--- src/rtl/alu_sequencer.sv ---
// Command sequencer for an 8-bit combinational ALU. It repeats an op by feeding
// z back into a, keeps a chaining accumulator, and returns a result on a valid/ready output.
module alu_sequencer #(
    parameter int W    = 8,
    parameter int OPW  = 3,
    parameter int CNTW = 4
) (
    input  logic            clk,
    input  logic            rst,
    input  logic            cmd_valid,
    output logic            cmd_ready,
    input  logic [OPW-1:0]  cmd_op,
    input  logic [W-1:0]    cmd_a,
    input  logic [W-1:0]    cmd_b,
    input  logic            cmd_acc,
    input  logic [CNTW-1:0] cmd_rep,
    output logic [W-1:0]    alu_a,
    output logic [W-1:0]    alu_b,
    output logic [OPW-1:0]  alu_op,
    input  logic [W-1:0]    alu_z,
    input  logic            alu_ov,
    input  logic            alu_cout,
    input  logic            alu_sign,
    output logic            res_valid,
    input  logic            res_ready,
    output logic [W-1:0]    res_z,
    output logic            res_ov,
    output logic            res_cout,
    output logic            res_sign,
    output logic [W-1:0]    acc,
    output logic            busy
);

    typedef enum logic [1:0] {
        ST_IDLE = 2'd0,
        ST_EXEC = 2'd1,
        ST_DONE = 2'd2
    } state_t;

    localparam logic [CNTW-1:0] REP_ONE = {{(CNTW-1){1'b0}}, 1'b1};

    state_t          r_state;
    logic [W-1:0]    r_alu_a;
    logic [W-1:0]    r_alu_b;
    logic [OPW-1:0]  r_alu_op;
    logic [CNTW-1:0] r_rep;
    logic            r_ov_sticky;
    logic [W-1:0]    r_res_z;
    logic            r_res_ov;
    logic            r_res_cout;
    logic            r_res_sign;
    logic [W-1:0]    r_acc;

    // Handshake and status decode straight from the state register.
    assign cmd_ready = (r_state == ST_IDLE);
    assign busy      = (r_state != ST_IDLE);
    assign res_valid = (r_state == ST_DONE);

    assign alu_a    = r_alu_a;
    assign alu_b    = r_alu_b;
    assign alu_op   = r_alu_op;
    assign res_z    = r_res_z;
    assign res_ov   = r_res_ov;
    assign res_cout = r_res_cout;
    assign res_sign = r_res_sign;
    assign acc      = r_acc;

    // Sequencer FSM: accept, iterate passes with z fed back into a, then hold the result.
    always_ff @(posedge clk) begin
        if (rst) begin
            r_state     <= ST_IDLE;
            r_alu_a     <= '0;
            r_alu_b     <= '0;
            r_alu_op    <= '0;
            r_rep       <= '0;
            r_ov_sticky <= 1'b0;
            r_res_z     <= '0;
            r_res_ov    <= 1'b0;
            r_res_cout  <= 1'b0;
            r_res_sign  <= 1'b0;
            r_acc       <= '0;
        end else begin
            case (r_state)
                ST_IDLE: begin
                    if (cmd_valid) begin
                        r_alu_a     <= cmd_acc ? r_acc : cmd_a;
                        r_alu_b     <= cmd_b;
                        r_alu_op    <= cmd_op;
                        r_rep       <= cmd_rep;
                        r_ov_sticky <= 1'b0;
                        r_state     <= ST_EXEC;
                    end
                end
                ST_EXEC: begin
                    r_ov_sticky <= r_ov_sticky | alu_ov;
                    if (r_rep != '0) begin
                        r_rep   <= r_rep - REP_ONE;
                        r_alu_a <= alu_z;
                    end else begin
                        // Final pass: ov is folded in here since the sticky register lags a cycle.
                        r_res_z    <= alu_z;
                        r_res_ov   <= r_ov_sticky | alu_ov;
                        r_res_cout <= alu_cout;
                        r_res_sign <= alu_sign;
                        r_acc      <= alu_z;
                        r_state    <= ST_DONE;
                    end
                end
                ST_DONE: begin
                    if (res_ready) begin
                        r_state <= ST_IDLE;
                    end
                end
                default: begin
                    r_state <= ST_IDLE;
                end
            endcase
        end
    end

endmodule

--- config.mk ---
export PLATFORM = sky130hd
export DESIGN_NAME = alu_sequencer
export DESIGN_NICKNAME = d
export VERILOG_FILES = /design/src/rtl/alu_sequencer.sv
export SDC_FILE = /design/constraint.sdc
export NUM_CORES = 1
export LEC_CHECK = 0
export ABC_AREA = 1
export BUFFER_PORTS_ARGS = -buffer_cell sky130_fd_sc_hd__buf_2
export CAP_MARGIN = 20
export CORE_ASPECT_RATIO = 1.25
export CORE_UTILIZATION = 49
export DETAILED_ROUTE_END_ITERATION = 7
export PLACE_DENSITY = 0.84
export SLEW_MARGIN = 20
export SYNTH_ARGS = -nofsm -noshare
export SYNTH_HDL_FRONTEND = slang
export SYNTH_SLANG_ARGS = --single-unit
--- constraint.sdc ---
create_clock -name clk -period 2 [get_ports clk]
set_clock_uncertainty 0.1 [all_clocks]
set_input_delay 0.1 -clock clk [delete_from_list [all_inputs] [get_ports clk]]
set_output_delay 0.1 -clock clk [all_outputs]
set_load 0.005 [all_outputs]
---- Word-level counts from Yosys, hierarchy flattened ----
Cells that the tools add are included.
word-level totals
  output and inout port bits .............. 41
  register bits after elaboration ......... 37
  logic and storage cells ................. 41
  input port bits ......................... 39
operators by class
  add/subtract/negate cells ............... 1
  bitwise logic cells ..................... 2
  equality and inequality tests ........... 6
  reductions and logical operators ........ 9
  muxes and demuxes ....................... 13
operators with widths
  kind                 count
  $mux 8               3
  $pmux 8 s2           1
  $mux 4               2
  $pmux 4 s2           1
  $mux 2               3
  $ne 2x2->1 const B   3
  $pmux 2 s3           1
  $reduce_and 2->1     3
  $reduce_and 3->1     2
  $reduce_bool 2->1    2
  $reduce_bool 4->1    1
  $sub 4x1->4 const B  1
  $eq 2x1->1 const B   1
  $eq 2x2->1 const B   1
  $logic_not 2->1      1
  $ne 2x1->1 const B   1
  $pmux 1 s2           1
  $mux 1               1
  $not 1->1            1
  $or 1x1->1           1

---- Depth between registers and ports, before layout ----
Gate-level depths: netlist of run 1.
  depth after elaboration ................. 3
  mapped depth ............................ 8
  depth with buffers taken out ............ 8

---- Worst setup path before layout of run 1 ----
Ideal clock, no wire load.
  kind .................................... register to register
  start ................................... register r_rep[0]
  end ..................................... register r_rep[2]
  slack ................................... 702 ps
  arrival time ............................ 1081 ps
  buffers on the path ..................... 1
  cell stages (with the launch flop) ...... 9
  library setup time ...................... 117 ps
  data required time ...................... 1783 ps
  period minus slack after synthesis ...... 1298 ps
  path through ............................ dfxtp_1 inv_1 ha_1 nand2_2 nand2_2 nand2_4 buf_6 o21ai_0 nor2_1
on the way
  cells in the longest elaborated chain, start to end .. 3
  elaborated cells between the ends (all ways) .. 6
  classes of those cells .................. add/sub (1); eq/ne (1); mux (2); reduce/logical (2)
ends and longest elaborated chain
  element                                           line    source
  from (decl)                                       46      logic [CNTW-1:0] r_rep;
  from (signal assigned)                            89      r_rep <= cmd_rep;
  from (signal assigned)                            97      r_rep <= r_rep - REP_ONE;
  $sub 4x1->4 or $reduce_bool 4->1 (tied branches)  97, 96
  $mux 4 or $ne 2x2->1 (tied branches)              n/a
  $pmux 4 s2 or $reduce_and 3->1 (tied branches)    n/a
Several ways; a longest one is shown, not always the timed one. The select of a mux whose other input is x is not followed.
A chain may end at the register's enable or synchronous reset.

---- Worst setup path in the final report of run 1 ----
  start ................................... register r_rep[0]
  end ..................................... register r_acc[1], in the netlist acc[1]
on the way
  cells in the longest elaborated chain, start to end .. 3
ends and longest elaborated chain
  element                            line  source
  $reduce_bool 4->1                  96    if (r_rep != '0) begin
  $not 1->1 (no source line)         n/a
  $reduce_and 2->1 (no source line)  n/a
  to (signal assigned)               105   r_acc <= alu_z;
  to (decl)                          52    logic [W-1:0] r_acc;
No other way between the ends.

==> flow_metrics.py, run 1 <==
metrics = {
    "status": {
        "status": "finished with violations",
        "violations": "negative hold slack",
    },
    "setup_path": {
        "reg2reg_depth": 7,
        "startpoint_type": "flip-flop",
        "end_kind": "flip-flop",
        "cp_max_fo": 16,
        "required_ns": 2.09,
        "crit_arrival_ns": 1.72,
        "worstSetupPathType": "flip-flop to flip-flop",
    },
    "clock_network": {
        "cts_setup_buffers": 0,
        "cts_buffers": 5,
        "cts_max_path_buffers": 2,
        "cts_tree": "done",
        "cts_resized": 0,
        "clock_latency_ns": 0.29,
        "cts_root_buffer": "clkbuf_8",
        "path_clk_slew_ns": 0.07,
        "cts_num_sinks": 37,
        "h-tree-depth": 2,
        "cts_hold_buf": 21,
    },
    "logic_synthesis": {
        "synth_nets": 274,
        "syn_area_per_cell_um2": 7.31,
        "yosys-top-cells-area": "dfxtp_1 43%, o21ai_0 14%, nor2_1 11%",
        "synth_top_area_share_pct": 43.3,
        "synth_cell_types": 26,
        "syn_area_um2": 1710,
        "ys_seq_elements": 37,
        "synthCells": 234,
        "synth-seq-area-share_pct": 43.3,
        "synth_top_area_cell": "dfxtp_1",
        "yosysWarnings": 0,
    },
    "global_routing": {
        "grt_max_degree": 22,
        "grt.total_usage_pct": 24.6,
        "overflow": 0,
        "first_global_vias": 1549,
        "antenna_found_initial": 0,
        "grt_pass1_wl_um": 6530,
    },
    "placement": {
        "postPlaceCellArea_um2": 2020,
        "place.gp.congestion": 0.751,
        "port_buffers": 79,
        "hpwl_um": 2870,
    },
    "sta": {
        "rsz0062_at_grt": "no",
        "drv_slew": 0,
        "finalSetupTns_ns": 0,
        "fmax_mhz": 613,
        "hold_viol": 1,
        "max-slew-margin-rel_pct": 78.1,
        "hold_slack_ns": -0.00257,
        "finalCriticalPeriod_ns": 1.63,
        "worstMarginPinSlew_ns": 0.328,
        "setup_viol": 0,
        "finalCritPeriodShare_pct": 81.5,
    },
    "drt": {
        "antenna_left": 0,
        "drt_iter0_markers": 58,
        "drc": 0,
        "wire_per_inst_um": 12.2,
        "num_vias": 1768,
        "first_pass_iters": 4,
        "via_per_inst": 4.92,
        "wl_um": 4390,
    },
    "power_and_ir_drop": {
        "power_density_nw_per_um2": 899,
        "ir_worst_vdd_v": 0.000784,
        "leakage_nw": 1.19,
    },
    "finish": {
        "final.fill_count": 304,
        "antennaDiodeCount": 0,
        "fin_nets": 362,
        "layout-drive-gt1-share_pct": 30.4,
        "design_area_um2": 2330,
        "final_util_pct": 71.1,
        "syn_to_final_growth_pct": 36.4,
    },
    "min_path": {
        "hold_path_class": "primary input to flip-flop",
        "hold_depth": 4,
    },
    "floorplan": {
        "chipWidth_um": 54.8,
        "core-area_um2": 3280,
        "rows": 23,
        "dieHeight_um": 68.1,
        "die-area_um2": 3730,
        "ios": 80,
        "floorplan.initialDensity_pct": 52.1,
    },
    "flow_run": {
        "maxCapViolCount": 0,
    },
}
## cell usage after synthesis
cell type and instances:
nor2_1 52, o21ai_0 47, dfxtp_1 37, inv_1 23, nand2_1 19, a21oi_1 11, buf_4 8, or2_1 5
a211oi_1 3, buf_2 3, buf_6 3, clkbuf_1 3, nand2_4 3, clkbuf_4 2, nand2_2 2, nand3_1 2
o21ai_1 2, a21oi_2 1, clkbuf_2 1, ha_1 1, inv_4 1, nand3_2 1, nor2_2 1, nor2_4 1
nor3_1 1, or2_2 1
## final timing paths
kind,start,endpoint,slack [ns]
setup / recovery,r_rep[0],acc[1],0.37
hold / removal,res_ready,r_state[1],-0.003
setup reg to reg,r_rep[0],acc[1],0.37
hold reg to reg,alu_b[7],alu_b[7],0.38
## logic make-up after synthesis
| family | after synthesis | share of synthesized area [%] |
|---|---|---|
| AND/OR/NAND/NOR | 88 | 23.0 |
| AO/OA/AOI/OAI | 64 | 19.4 |
| buffers and inverters | 44 | 13.6 |
| flip-flops | 37 | 43.3 |
| adder cells (fa/ha/maj) | 1 | 0.731 |
## where the power goes
part | switching, mW | total [mW] | internal [mW]
sequential | 0.0712 | 0.916 | 0.844
combinational | 0.315 | 0.562 | 0.248
clock | 0.259 | 0.621 | 0.362
## per-layer routing
metal	vias up	routed length, um	GRT usage [%]
met4	0	58	10.6
met2	72	2210	44.0
met3	6	315	5.78
met1	779	1810	26.6
li1	911	-	-
met5	-	0	0
## worst max-delay path, cell delays in order (launching register included)
cell     delay (ns)
dfxtp_1        0.32
inv_1          0.11
ha_1           0.23
nand2_2        0.10
nor2_4         0.27
inv_1          0.21
nor2_1         0.12
nor2_1         0.06
## per-stage QoR
stage                     power, mW  std cells  worst slack [ns]  hold WS (ns)
after floorplan                1.30        234             0.702         0.135
after global placement         1.44        331             0.476         0.230
after detailed placement       1.45        331             0.396         0.237
after CTS                      2.11        359             0.382      0.000877
after global routing           2.23        359             0.199       0.00854
final                          2.10        359             0.369      -0.00257
## cell type report
| type | count | area (um^2) | share of cell area [%] |
|---|---|---|---|
| well taps | 37 | 46.3 | 1.98 |
| multi-input cells | 153 | 737 | 31.6 |
| inverters | 24 | 92.6 | 3.97 |
| clock inverters | 2 | 35.0 | 1.50 |
| clock buffers | 5 | 68.8 | 2.95 |
| flip-flops and latches | 37 | 741 | 31.7 |
| repair buffers | 101 | 613 | 26.3 |
## flip-flops by register name, summed over array words and instances, names as in the netlist
signal and flops:
alu_op 3, acc 8, res_cout 1, r_rep 4, alu_b 8, alu_a 8, res_ov 1, res_sign 1
r_state 2, r_ov_sticky 1
## placed cells by master, fill, tap and decap left out, drive strengths merged
master / n
o21ai: 49
nand2: 24
ha: 1
a21oi: 12
clkbuf: 5
nor2: 54
dfxtp: 37
buf: 80
a211oi: 3
dlygate4sd3: 21
inv: 24
nor3: 1
clkinv: 1
nand3: 3
or2: 6
bufinv: 1
Note: power is estimated with default switching activity, not from simulation.
==> inputs of run 2 (changes only) <==
CORE_UTILIZATION = 41   (was 49)
PLACE_DENSITY = 0.75   (was 0.84)
clock period = 1.4 ns   (was 2 ns; I/O delays follow)
==> flow_metrics.py, run 2 (synthesized netlist as in run 1, its figures left out) <==
metrics = {
    "sta": {
        "fmax_mhz": 758,
        "finalCriticalPeriod_ns": 1.32,
        "worstMarginPinSlew_ns": 0.308,
        "finalCritPeriodShare_pct": 94.2,
        "rsz0062_at_grt": "yes",
        "drv_slew": 0,
        "finalSetupTns_ns": 0,
        "max-slew-margin-rel_pct": 79.5,
        "layout_setup_ws_ns": 0.0813,
        "setup_viol": 0,
        "hold_viol": 0,
    },
    "floorplan": {
        "rows": 25,
        "dieHeight_um": 74.2,
        "chipWidth_um": 59.8,
        "ios": 80,
        "core-area_um2": 3880,
        "floorplan.initialDensity_pct": 44.1,
        "die-area_um2": 4440,
    },
    "drt": {
        "drc": 0,
        "wl_um": 4520,
        "num_vias": 1824,
        "wire_per_inst_um": 11.5,
        "via_per_inst": 4.66,
        "drt_iter0_markers": 70,
        "antenna_left": 0,
        "first_pass_iters": 6,
    },
    "finish": {
        "final_common_cell": "buf_2",
        "layout-drive-gt1-share_pct": 35.6,
        "antennaDiodeCount": 0,
        "design_area_um2": 2540,
        "fin_nets": 376,
        "final_util_pct": 65.5,
        "final.fill_count": 376,
        "final_cell_mix": "79 x buf_2, 52 x nor2_1, 40 x o21ai_0",
        "syn_to_final_growth_pct": 48.5,
    },
    "placement": {
        "dpl_worst_slack_ns": -0.0128,
        "port_buffers": 79,
        "hpwl_um": 3000,
        "postPlaceCellArea_um2": 2120,
        "place.gp.congestion": 0.776,
    },
    "power_and_ir_drop": {
        "power_switching_mw": 0.985,
        "power_density_nw_per_um2": 1250,
        "seqPwrFrac_pct": 41.2,
        "p_int_mw": 2.20,
        "switching_share_pct": 30.9,
        "pwr-share-clk_pct": 29.1,
        "pwr-share-comb_pct": 29.7,
        "leakage_nw": 1.26,
        "ir_worst_vdd_v": 0.000786,
    },
    "setup_path": {
        "crit_chain": "inv_2 -> ha_4 -> nand2_2 -> nand2_2 -> nand2_4 -> buf_4 -> o21ai_1 -> a21oi_1",
        "worstReg2RegEnd": "alu_a[4]",
        "cp_num_buf_inv": 2,
        "worstReg2RegStart": "r_rep[1]",
        "cp_max_fo": 6,
        "critPathSlowestCell": "dfxtp_2",
        "cpMostUsedCell": "nand2_2",
        "reg2reg_slack_ns": 0.08,
        "worstSetupPathType": "flip-flop to flip-flop",
        "startpoint_type": "flip-flop",
        "crit_arrival_ns": 1.44,
        "end_kind": "flip-flop",
        "cp_top_family": "flip-flops",
        "required_ns": 1.52,
        "cp_slowest_stage_delay_ns": 0.36,
        "reg2reg_depth": 8,
    },
    "min_path": {
        "holdPathEnd": "r_rep[0]",
        "hold_depth": 5,
        "hold_start": "cmd_rep[0]",
        "hold_path_class": "primary input to flip-flop",
    },
    "global_routing": {
        "overflow": 0,
        "grt_max_degree": 17,
        "grt.total_usage_pct": 20.6,
        "grt_pass1_wl_um": 6930,
        "antenna_found_initial": 0,
        "first_global_vias": 1627,
    },
    "clock_network": {
        "cts_root_buffer": "clkbuf_8",
        "cts_tree": "done",
        "cts_num_sinks": 37,
        "path_clk_slew_ns": 0.07,
        "h-tree-depth": 2,
        "cts_max_path_buffers": 2,
        "cts_buffers": 5,
        "clock_latency_ns": 0.29,
    },
    "status": {
        "status": "complete, no violations",
    },
    "flow_run": {
        "maxCapViolCount": 0,
    },
}
==> run 2: cell types whose count changed in the layout (fill, tap and decap cells not counted), sizes merged <==
cell	delta
buf	+9
clkinvlp	+3
dlygate4sd3	+4
inv	-1
==> run 2: power groups by stage <==
stage	Combinational (mW)	Clock, mW	Sequential (mW)
finish	0.946	0.926	1.31
floorplan	0.523	0	1.33
global placement	0.814	0	1.32
global route	1.07	0.998	1.33
CTS	0.907	0.962	1.30
detailed placement	0.831	0	1.32
==> run 2: final cells by class <==
class	instances	area [um^2]	share of cell area, %
clock buffers	5	68.8	2.71
clock inverters	3	46.3	1.82
inverters	24	98.8	3.89
multi-input cells	153	762	30.0
flip-flops and latches	37	746	29.4
well taps	54	67.6	2.66
repair buffers	114	746	29.4
repair inverters	1	5.00	0.197
==> run 2: timing repair <==
action | in CTS | in global routing
setup buffers | 1 | 1
hold buffers | 25 | 0
gates resized for setup | 4 | 17
pin swaps | 1 | 1
cloned | 0 | 1
hold endpoints to repair | 27 | 0
endpoints found under the setup margin | 9 | 26
==> run 2: layer usage <==
metal  track usage, %  up-vias  wire length [um]
met4             8.27        0                58
li1                 -      945                 -
met5                0        -                 0
met1             22.4      811              1930
met2             38.0       60              2280
met3             4.35        8               245
==> run 2: worst max-delay path by stage <==
stage | startpoint | end | cells after the start
5_1_grt | r_rep[1] | alu_a[7] | 8
6_report | r_rep[1] | alu_a[4] | 8
2_1_floorplan | r_rep[0] | r_rep[2] | 8
3_3_place_gp | r_rep[0] | alu_a[3] | 8
4_1_cts | r_rep[1] | r_rep[2] | 9
3_5_place_dp | r_rep[0] | r_rep[0] | 8
==> run 2: metrics by stage <==
| step | cells | power (mW) | hold slack (ns) |
|---|---|---|---|
| after floorplan | 234 | 1.85 | 0.105 |
| after global routing | 391 | 3.40 | 0.0907 |
| after CTS | 389 | 3.17 | 0.0241 |
| final | 391 | 3.18 | 0.0286 |
| after global placement | 355 | 2.14 | 0.193 |
| after detailed placement | 355 | 2.15 | 0.201 |
==> run 2: worst min-delay path, cell delays in order <==
cell and delay (ns):
buf_2 0.08, nand2_1 0.04, o21ai_0 0.06, nor2_1 0.05, nor2_1 0.08
==> inputs of run 3 (changes only) <==
CORE_UTILIZATION = 35   (was 41)
PLACE_DENSITY = 0.65   (was 0.75)
==> flow_metrics.py, run 3 (synthesized netlist as in run 1, its figures left out) <==
metrics = {
    "drt": {
        "antenna_left": 0,
        "drt_iter0_markers": 45,
        "wire_per_inst_um": 11.9,
        "wl_um": 4770,
        "first_pass_iters": 4,
        "num_vias": 1836,
        "via_per_inst": 4.57,
        "drc": 0,
    },
    "sta": {
        "finalSetupTns_ns": 0,
        "finalCriticalPeriod_ns": 1.36,
        "setup_viol": 0,
        "worstMarginPinSlew_ns": 0.257,
        "max-slew-margin-rel_pct": 82.9,
        "drv_slew": 0,
        "hold_viol": 0,
        "layout_setup_ws_ns": 0.0370,
        "finalCritPeriodShare_pct": 97.4,
        "fmax_mhz": 734,
    },
    "clock_network": {
        "cts_root_buffer": "clkbuf_8",
        "clock_latency_ns": 0.30,
        "cts_max_path_buffers": 2,
        "cts_buffers": 5,
        "cts_num_sinks": 37,
        "h-tree-depth": 2,
        "path_clk_slew_ns": 0.08,
        "cts_tree": "done",
    },
    "floorplan": {
        "die-area_um2": 5170,
        "ios": 80,
        "chipWidth_um": 64.5,
        "dieHeight_um": 80.2,
        "core-area_um2": 4730,
        "rows": 28,
        "floorplan.initialDensity_pct": 36.2,
    },
    "status": {
        "status": "complete, no violations",
    },
    "power_and_ir_drop": {
        "leakage_nw": 1.29,
        "ir_worst_vdd_v": 0.000534,
        "power_density_nw_per_um2": 1180,
        "totalPowerFinal_mw": 3.08,
    },
    "global_routing": {
        "grt_pass1_wl_um": 7190,
        "grt.total_usage_pct": 18.5,
        "grt_max_degree": 17,
        "antenna_found_initial": 0,
        "first_global_vias": 1574,
        "overflow": 0,
    },
    "setup_path": {
        "cp_top_family": "simple AND/OR/NAND/NOR gates",
        "cp_num_buf_inv": 2,
        "startpoint_type": "flip-flop",
        "cp_max_fo": 8,
        "crit_arrival_ns": 1.45,
        "cp_slowest_stage_delay_ns": 0.37,
        "crit_chain": "nor2_2 -> nand2_4 -> nor2_4 -> buf_4 -> inv_2 -> nor2_1 -> nor2_1",
        "end_kind": "flip-flop",
        "required_ns": 1.48,
        "worstSetupPathType": "flip-flop to flip-flop",
        "critPathSlowestCell": "dfxtp_1",
        "cpMostUsedCell": "nor2_1",
    },
    "finish": {
        "layout.cells.non_filler": 402,
        "final_util_pct": 55.1,
        "antennaDiodeCount": 0,
        "syn_to_final_growth_pct": 52.2,
        "final_common_cell": "buf_2",
        "final_cell_mix": "79 x buf_2, 49 x nor2_1, 39 x o21ai_0",
        "fin_nets": 381,
        "layout-drive-gt1-share_pct": 37.4,
    },
    "placement": {
        "port_buffers": 79,
        "place.gp.congestion": 0.842,
        "dpl_worst_slack_ns": -0.0203,
        "post-place-cells": 362,
        "hpwl_um": 3240,
    },
    "flow_run": {
        "maxCapViolCount": 0,
    },
    "min_path": {
        "hold_path_class": "primary input to flip-flop",
    },
}
-- run 3: changes by cell type in the layout (fill, tap and decap cells not counted), moves of 2 or more --
cell / previous run / this run
nor2_2: 0 / 4
buf_4: 8 / 11
nor2_1: 52 / 49
buf_12: 2 / 4
clkinv_2: 0 / 2
o21ai_1: 7 / 9
-- run 3: power by group --
part / internal (mW) / leakage [nW] / switching, mW
logic: 0.524 / 0.941 / 0.507
clock network: 0.345 / 0.0450 / 0.385
registers: 1.21 / 0.306 / 0.108
-- run 3: what timing repair did --
action                                  4_1_cts  5_1_grt
hold endpoints to repair                     25        0
hold buffers                                 25        0
resized for setup                             2       23
gates cloned                                  0        1
pin swaps                                     2        4
setup buffers                                 0        6
endpoints found under the setup margin       11       34
-- run 3: tightest hold or removal path, stage by stage --
cell and delay, ns:
buf_2 0.08, nand2_1 0.04, o21ai_0 0.06, nor2_1 0.05, nor2_1 0.09
-- run 3: path summary, 6_finish.rpt --
check,cells past startpoint,slack (ns),end,start
max,7,0.04,acc[0],r_rep[2]
max reg2reg,7,0.04,acc[0],r_rep[2]
min,5,0.02,r_rep[1],cmd_rep[1]
min reg2reg,2,0.38,alu_b[7],alu_b[7]
-- run 3: stage by stage --
stage	hold WS (ns)	cell area, um^2
2_1_floorplan	0.105	1710
3_3_place_gp	0.194	2160
6_report	0.0240	2600
5_1_grt	0.0625	2600
4_1_cts	0.0206	2490
3_5_place_dp	0.211	2160
-- run 3: area by class of cell --
cell class | count | area (um^2)
repair buffers | 120 | 833
fillers | 466 | 2130
flip-flops and latches | 37 | 746
well taps | 60 | 75.1
clock buffers | 6 | 72.6
inverters | 24 | 96.3
multi-input cells | 153 | 771
clock inverters | 2 | 10.0
-- run 3: routing by layer --
layer  up-vias  routed length [um]  global-route usage (%)  share of wire, %
met5         -                   0                       0                 0
met4         0                  88                    8.00               1.8
met3         6                 215                    4.12               4.5
met2        59                2410                    33.4                51
met1       811                2060                    20.5                43
li1        960                   -                       -                 -
